===== src/rtl/dfu_word_assembler.sv =====
// Byte-to-word packer feeding the dfu read FIFO, with CTS flow control toward the host.
// Optional partial-word idle discard is enabled by defining DFU_RX_TIMEOUT_EN.
module dfu_word_assembler #(
   parameter int DEPTH      = 16,
   parameter int CTS_MARGIN = 4,
   parameter int TIMEOUT    = 2000000
) (
   input  logic                     sysclk,
   input  logic                     sysrst_n,
   input  logic [7:0]               rx_data,
   input  logic                     rx_strobe,
   input  logic                     dfu_rd_en,
   output logic [31:0]              dfu_dout,
   output logic                     dfu_valid,
   output logic                     dfu_empty,
   output logic                     CTS,
   output logic                     overflow,
   output logic [$clog2(DEPTH):0]   word_count
);

   localparam int AW = $clog2(DEPTH);
   localparam int CW = AW + 1;

   if (DEPTH < 4 || DEPTH > 256 || (DEPTH & (DEPTH - 1)) != 0 || CTS_MARGIN >= DEPTH || TIMEOUT < 1) begin : g_param_check
      $error("dfu_word_assembler: illegal parameter set");
   end

   logic [1:0]    idx_r;
   logic [23:0]   hold_r;
   logic [31:0]   mem_r [DEPTH];
   logic [AW-1:0] wr_ptr_r;
   logic [AW-1:0] rd_ptr_r;
   logic [CW-1:0] count_r;
   logic [CW-1:0] count_nxt_s;
   logic          push_s;
   logic          full_s;
   logic          pop_s;
   logic          wr_s;
   logic          tmo_s;

   assign push_s     = rx_strobe && (idx_r == 2'd3);
   assign full_s     = (count_r == CW'(DEPTH));
   assign pop_s      = dfu_rd_en && (count_r != {CW{1'b0}});
   assign wr_s       = push_s && !full_s;
   assign dfu_empty  = (count_r == {CW{1'b0}});
   assign word_count = count_r;

`ifdef DFU_RX_TIMEOUT_EN
   localparam int TW = $clog2(TIMEOUT + 1);
   logic [TW-1:0] tmo_cnt_r;

   assign tmo_s = (idx_r != 2'd0) && !rx_strobe && (tmo_cnt_r == TW'(TIMEOUT - 1));

   // Idle-cycle counter, only running while a partial word is held
   always_ff @(posedge sysclk or negedge sysrst_n) begin
      if (!sysrst_n) begin
         tmo_cnt_r <= {TW{1'b0}};
      end else if (rx_strobe || (idx_r == 2'd0) || tmo_s) begin
         tmo_cnt_r <= {TW{1'b0}};
      end else begin
         tmo_cnt_r <= tmo_cnt_r + TW'(1);
      end
   end
`else
   assign tmo_s = 1'b0;
`endif

   // Byte assembly: MSB-first into the holding register
   always_ff @(posedge sysclk or negedge sysrst_n) begin
      if (!sysrst_n) begin
         idx_r  <= 2'd0;
         hold_r <= 24'd0;
      end else if (rx_strobe) begin
         if (idx_r == 2'd3) begin
            idx_r <= 2'd0;
         end else begin
            idx_r <= idx_r + 2'd1;
            case (idx_r)
               2'd0:    hold_r[23:16] <= rx_data;
               2'd1:    hold_r[15:8]  <= rx_data;
               default: hold_r[7:0]   <= rx_data;
            endcase
         end
      end else if (tmo_s) begin
         idx_r  <= 2'd0;
         hold_r <= 24'd0;
      end else begin
         idx_r  <= idx_r;
         hold_r <= hold_r;
      end
   end

   // Storage array; contents are don't-care until written
   always_ff @(posedge sysclk) begin
      if (wr_s) begin
         mem_r[wr_ptr_r] <= {hold_r, rx_data};
      end
   end

   // Next occupancy from the accepted push and pop
   always_comb begin
      count_nxt_s = count_r;
      case ({wr_s, pop_s})
         2'b10:   count_nxt_s = count_r + CW'(1);
         2'b01:   count_nxt_s = count_r - CW'(1);
         default: count_nxt_s = count_r;
      endcase
   end

   // FIFO pointers, count, read port and status flags
   always_ff @(posedge sysclk or negedge sysrst_n) begin
      if (!sysrst_n) begin
         wr_ptr_r  <= {AW{1'b0}};
         rd_ptr_r  <= {AW{1'b0}};
         count_r   <= {CW{1'b0}};
         dfu_dout  <= 32'd0;
         dfu_valid <= 1'b0;
         CTS       <= 1'b0;
         overflow  <= 1'b0;
      end else begin
         count_r <= count_nxt_s;
         if (wr_s) begin
            wr_ptr_r <= wr_ptr_r + AW'(1);
         end
         if (pop_s) begin
            rd_ptr_r <= rd_ptr_r + AW'(1);
            dfu_dout <= mem_r[rd_ptr_r];
         end
         dfu_valid <= pop_s;
         // CTS lags count by one cycle; the margin covers bytes already in flight
         CTS <= ((CW'(DEPTH) - count_r) <= CW'(CTS_MARGIN));
         if (push_s && full_s) begin
            overflow <= 1'b1;
         end
      end
   end

endmodule


===== config.mk =====
export PLATFORM = sky130hd
export DESIGN_NAME = dfu_word_assembler
export DESIGN_NICKNAME = d
export VERILOG_FILES = /design/src/rtl/dfu_word_assembler.sv
export SDC_FILE = /design/constraint.sdc
export NUM_CORES = 1
export LEC_CHECK = 0
export ABC_AREA = 1
export CELL_PAD_IN_SITES_DETAIL_PLACEMENT = 0
export CELL_PAD_IN_SITES_GLOBAL_PLACEMENT = 1
export CORE_ASPECT_RATIO = 0.75
export CORE_UTILIZATION = 57
export CTS_BUF_LIST = sky130_fd_sc_hd__clkbuf_2
export CTS_CLUSTER_SIZE = 12
export DETAILED_ROUTE_END_ITERATION = 7
export GPL_TIMING_DRIVEN = 0
export MAX_ROUTING_LAYER = met4
export PLACE_DENSITY = 0.89
export SYNTH_ARGS = -nofsm -noshare
export SYNTH_HDL_FRONTEND = slang
export SYNTH_SLANG_ARGS = --single-unit

===== constraint.sdc =====
create_clock -name sysclk -period 8.2 [get_ports sysclk]
set_input_delay 1.64 -clock sysclk [delete_from_list [all_inputs] [get_ports sysclk]]
set_output_delay 1.64 -clock sysclk [all_outputs]
set_load 0.005 [all_outputs]

==> results of run 1 <==
[power breakdown]
| group | internal, W | switching [W] | leakage (nW) |
|---|---|---|---|
| Clock | 0.000817 | 0.00116 | 1.01 |
| Sequential | 0.00373 | 0.000362 | 5.56 |
| Combinational | 0.00111 | 0.00239 | 4.12 |
| Total | 0.00566 | 0.00391 | 10.7 |
[registers in the layout, indices dropped and copies added, names as in the netlist]
register / flops
wr_ptr_r: 4
idx_r: 2
dfu_dout: 32
dfu_valid: 1
CTS: 1
overflow: 1
mem_r: 512
word_count: 5
hold_r: 24
rd_ptr_r: 4
[metal layers]
| layer | part of all wire | vias to the layer above |
|---|---|---|
| li1 | - | 7540 |
| met3 | 0.13 | 155 |
| met1 | 0.39 | 8073 |
| met5 | 0 | - |
| met4 | 0.026 | 0 |
| met2 | 0.46 | 1141 |
[cells in the final DEF, fill, tap and decap left out]
cell             synthesis  final
a21boi_0                 2      2
a31o_2                   1      1
buf_1                    4      4
buf_12                   0      2
buf_16                   0     15
buf_2                   61     61
buf_4                    7      8
buf_6                   24     24
buf_8                    2      2
bufinv_16                0      4
clkbuf_1                20     20
clkbuf_2                 1    216
clkdlybuf4s50_1          0     50
clkinv_1                 0     28
clkinv_2                 0      3
dfrtp_1                 74     74
diode_2                  0      2
edfxtp_1               512    512
ha_1                    14     14
inv_1                   29     29
inv_2                    1      3
inv_4                    1      1
nand2_1                825    825
nand3_1                392    392
nand4_1                  2      2
nor2_1                  21      5
nor2_4                   0     16
nor3_4                   1      1
o21ai_0                 30     30
xnor2_1                  2      2
xor2_1                   9      9
[kinds of logic (layout without fill, tap and decap cells)]
| kind of cell | count (synthesis) | after routing |
|---|---|---|
| xor+xnor | 11 | 11 |
| flops | 586 | 586 |
| compound gates | 33 | 33 |
| buf+inv | 150 | 470 |
| simple gates | 1241 | 1241 |
| other cells | 0 | 2 |
| fa+ha+maj | 14 | 14 |
[worst max-delay path, stage by stage, from the launching register on]
cell,delay [ns]
dfrtp_1,0.44
nor2_1,0.17
nand2_1,0.10
inv_1,0.09
ha_1,0.17
clkdlybuf4s50_1,0.50
[cell type report]
type | instances | area share
Antenna cell | 2 | 0.0001866
Buffer | 119 | 0.02808
Clock buffer | 215 | 0.04012
Clock inverter | 37 | 0.009236
Inverter | 31 | 0.004432
Multi-Input combinational cell | 1299 | 0.2137
Sequential cell | 586 | 0.6423
Tap cell | 561 | 0.02617
Timing Repair Buffer | 68 | 0.03583
[through the flow]
stage / cell area (um^2) / utilization / hold slack, ns
floorplan: 23710 / - / 0.4663
global placement: 24920 / 0.6091 / 0.4526
detailed placement: 25490 / 0.6230 / 0.4624
CTS: 26820 / 0.6554 / 0.3870
global route: 26820 / 0.6554 / 0.3978
finish: 26820 / 0.6555 / 0.4279
[how the worst max path moves through the flow]
stage | end | slack (ns) | cells after the start | startpoint
finish | dfu_empty | 3.95 | 5 | word_count[0]
global route | dfu_empty | 3.82 | 5 | word_count[0]
CTS | dfu_empty | 3.91 | 5 | word_count[0]
global placement | mem_r[11][28] | 2.01 | 5 | rx_strobe
floorplan | mem_r[11][0] | 4.07 | 5 | rx_strobe
detailed placement | word_count[4] | 3.85 | 15 | dfu_rd_en
==> results.json, run 1 <==
{
  "cts-buffers-inserted": 140,
  "synth_top_family_by_area": "simple AND/OR/NAND/NOR gates",
  "die_x_um": 237.5,
  "drc": 0,
  "drive_gt1_frac": 0.1516,
  "fmax_mhz": 235.2,
  "ir_drop_uv": 196.7,
  "grt_busiest_layer": "met2",
  "clk_pin_slew_worst_paths_ns": 0.12,
  "yosysMostFrequentCell": "nand2_1",
  "met3_usage": 0.08527,
  "synth.avg_cell_area_um2": 11.65,
  "hold_path_class": "input port to asynchronous set/reset pin",
  "synthTopCellsByArea": "edfxtp_1 (65%), nand2_1 (13%), nand3_1 (8.3%)",
  "syn2layout_area_growth_pct": 13.12,
  "fin_skew_ns": 0.08663,
  "rsz0062_at_grt": "false",
  "vias": 16910,
  "cts_hold_buf": 0,
  "maxCapViolations": 0,
  "dpl.cell_count": 2664,
  "synthSimpleGateAreaFrac": 0.2179,
  "grt.met1_usage": 0.4622,
  "final_antenna_net_count": 0,
  "synthArstFlopShare": 0.1263,
  "tritoncts": "done",
  "critPathMaxFanout": 5,
  "die_y_um": 178.6,
  "status": "complete, no violations",
  "synthesis.area_um2": 23710,
  "tns_ns": 0,
  "start_kind": "flop",
  "synth_compound_area_frac": 0.007335,
  "drv_slew": 0,
  "p_per_area_nw_per_um2": 356.9,
  "dieArea_um2": 42430,
  "synth.top_cell.area_share": 0.6484,
  "r2r_slack_ns": 5.01,
  "r2r-end": "word_count[4]",
  "antenna_found_initial": 1,
  "wl_per_cell_um": 23.12,
  "worstMarginPinSlew_ns": 1.108,
  "htree_levels": 4,
  "clk_latency_ns": 1.18,
  "worstPathArrival_ns": 2.61,
  "min_period_over_period": 0.5184,
  "power.total_w": 0.009572,
  "dp_worst_setup_slack_ns": 3.852,
  "synthXorXnorAreaFrac": 0.004063,
  "multi_input_area_um2": 5732,
  "ios": 53,
  "required_ns": 6.56,
  "drt-pass1-iter-count": 6,
  "setup_viol": 0,
  "cts_max_path_buffers": 3,
  "synth_ff_type": "edfxtp_1",
  "fill_cells": 3108,
  "synth_fp_nets": 2061,
  "first_global_vias": 16140,
  "initial_core_util": 0.5794,
  "fin_ws_ns": 3.949,
  "crit_type": "flop to primary output",
  "drt_iter0_markers": 2099,
  "track_usage": 0.3391,
  "fin_nets": 2271,
  "syn_inst": 2035,
  "routed_wl_um": 67470,
  "cts_root_buffer": "clkbuf_2",
  "final_cells": 2918,
  "synthAdderAreaFrac": 0.007388,
  "synth_mux_area_frac": 0,
  "grt_use_met2": 0.5015,
  "cts_post_setup_buffers_inserted": 0,
  "synth_seq_cells": 586,
  "overflow": 0,
  "hold_viol_final": 0,
  "core_um2": 40920,
  "clock-sinks": 586,
  "dp_hpwl_um": 42420,
  "synth_top_area_cell": "edfxtp_1",
  "cp-end-kind": "primary output",
  "place.gp.congestion": 0.8764,
  "regArea_um2": 17230,
  "finalCriticalPeriod_ns": 4.251,
  "grt_max_degree": 45,
  "ff2ff_path_depth": 17,
  "netlist_top_cells_count": "nand2_1 (825), edfxtp_1 (512), nand3_1 (392)",
  "port_buffers": 51,
  "fp-row-count": 64,
  "power_leakage_nw": 10.69,
  "avgViaCountPerCell": 5.795,
  "cts_resized": 0,
  "yosysSeqAreaShare": 0.7265,
  "synth.distinct_cells": 23,
  "slew_headroom": 0.2614,
  "ys_warn_count": 0,
  "synth-edff-count": 512,
  "r2r-start": "word_count[2]",
  "grt_pass1_wl_um": 99340
}
Power figures use the tool's default switching activity.
==> run 2, diff against run 1 <==
CORE_UTILIZATION = 47   (was 57)
PLACE_DENSITY = 0.78   (was 0.89)
clock period = 3.5 ns   (was 8.2 ns; I/O delays follow)
==> run 2 against run 1 <==
  * First-iteration DRC count down 5.3%
  * Critical endpoint unchanged
  * Critical path type unchanged
  * Sequential share of layout area decreased by 0.43 points
  * Total power grew 140%
  * Design area increased by 0.67%
==> results.json, run 2 (same netlist as run 1, synthesis figures left out) <==
{
  "initial_core_util": 0.4817,
  "worstMarginPinSlew_ns": 1.116,
  "clk_latency_ns": 1.21,
  "rsz0062_at_grt": "false",
  "die_y_um": 196.5,
  "min_period_over_period": 0.9386,
  "p_per_area_nw_per_um2": 836.1,
  "start_kind": "flop",
  "mostFrequentLayoutCells": "nand2_1 (825), edfxtp_1 (512), nand3_1 (392)",
  "setup_viol": 0,
  "cts_resized": 0,
  "fmax_mhz": 304.4,
  "placed_area_um2": 25590,
  "tritoncts": "done",
  "drive_gt1_frac": 0.1591,
  "drt_iter0_markers": 1987,
  "hold_viol_final": 0,
  "reg_top3": "mem_r x512, dfu_dout x32, hold_r x24",
  "final_antenna_net_count": 0,
  "post-route-util": 0.5486,
  "drt-pass1-iter-count": 7,
  "critPathMaxFanout": 5,
  "power_leakage_nw": 10.75,
  "maxCapViolations": 0,
  "clock-sinks": 586,
  "vias": 16700,
  "place.gp.congestion": 0.8542,
  "htree_levels": 4,
  "avgViaCountPerCell": 5.527,
  "drv_slew": 0,
  "tns_ns": 0,
  "fin_area_um2": 27000,
  "cts-buffers-inserted": 143,
  "final_common_cell": "nand2_1",
  "dpl.cell_count": 2752,
  "p_switching_w": 0.009313,
  "final_cells": 3022,
  "fin_nets": 2279,
  "core_um2": 49220,
  "power_frac_clock": 0.209,
  "antenna_found_initial": 2,
  "wl_per_cell_um": 23.00,
  "cts_max_path_buffers": 3,
  "fp-row-count": 70,
  "hold_path_class": "input port to flop",
  "slew_headroom": 0.2560,
  "finalCriticalPeriod_ns": 3.285,
  "required_ns": 2.80,
  "p_seq_frac": 0.425,
  "cts_root_buffer": "clkbuf_2",
  "syn2layout_area_growth_pct": 13.88,
  "status": "complete, no violations",
  "worstPathArrival_ns": 2.59,
  "dieArea_um2": 51360,
  "clk_pin_slew_worst_paths_ns": 0.11,
  "startpoint": "word_count[0]",
  "routed_wl_um": 69510,
  "overflow": 0,
  "crit_type": "flop to primary output",
  "ios": 53,
  "r2r-start": "word_count[0]",
  "cellInternalPower_w": 0.01326,
  "drc": 0,
  "switching_share": 0.4125,
  "fin_skew_ns": 0.1095,
  "largest_reg_flops": 512,
  "cp-end-kind": "primary output",
  "port_buffers": 51,
  "die_x_um": 261.4,
  "regMostFlops": "mem_r",
  "dp_hpwl_um": 44390,
  "ir_drop_uv": 444.8,
  "track_usage": 0.2877,
  "holdWs_ns": 0.3860,
  "first_global_vias": 16210,
  "grt_max_degree": 51,
  "combPwrFrac": 0.366,
  "min-delay-start": "rx_strobe",
  "grt_pass1_wl_um": 103000
}
==> run 2: cell types whose count changed in the layout (fill, tap and decap cells not counted) <==
cell and change:
buf_12 +5, clkinvlp_4 +1, clkinv_1 -9, buf_16 -4, inv_2 +6, clkinv_4 +1, diode_2 +2, bufinv_16 -1
clkinv_2 +3, clkbuf_2 +9, dlygate4sd3_1 +4
==> run 2: worst max-delay path, cell delays in order (launching register included) <==
cell	delay, ns
dfrtp_1	0.46
nor2_1	0.19
nand2_1	0.08
inv_1	0.08
ha_1	0.16
clkdlybuf4s50_1	0.50
==> run 2: repair_timing <==
| item | 4_1_cts | 5_1_grt |
|---|---|---|
| setup buffers | 0 | 0 |
| hold buffers | 4 | 0 |
| endpoints found under the hold margin | 77 | 0 |
| setup endpoints to repair | 0 | 0 |
==> run 2: power by group through the flow <==
stage	clock network [W]	logic [W]	registers [W]
finish	0.00472	0.00826	0.00960
global route	0.00512	0.00899	0.00971
CTS	0.00477	0.00818	0.00958
detailed placement	0	0.00815	0.00973
global placement	0	0.00796	0.00968
floorplan	0	0.00487	0.00942
==> run 2: final timing paths <==
check	to	slack, ns	cells past startpoint
max in group asynchronous	dfu_valid	1.28	4
min in group asynchronous	wr_ptr_r[3]	0.54	3
worst max register to register	mem_r[13][17]	0.39	8
worst max-delay path	dfu_empty	0.21	5
worst min-delay path	idx_r[1]	0.39	3
worst min register to register	overflow	0.48	1
==> run 2: cell type report <==
| class | instances | area [um^2] |
|---|---|---|
| buffer | 119 | 753.2 |
| clock inverter | 38 | 237.7 |
| inverter | 31 | 118.9 |
| antenna | 4 | 10.01 |
| sequential | 586 | 17230 |
| clock buffer | 224 | 1121 |
| timing repair buffer | 73 | 991.0 |
| multi-input combinational | 1299 | 5732 |
| tap | 648 | 810.8 |
| fill | 4270 | 22220 |
==> run 2: through the flow <==
step                setup WS, ns  power (W)
global placement          -1.837    0.01764
finish                    0.2150    0.02258
CTS                       0.1435    0.02253
detailed placement       0.07547    0.01788
floorplan                 0.3054    0.01429
global route            0.009150    0.02382
==> run 2: routing by layer <==
layer	global-route usage	up-vias	share of wire
met5	-	-	0
met4	0.08829	0	0.021
met3	0.07009	133	0.10
met2	0.4214	913	0.45
met1	0.3979	8122	0.43
li1	-	7535	-
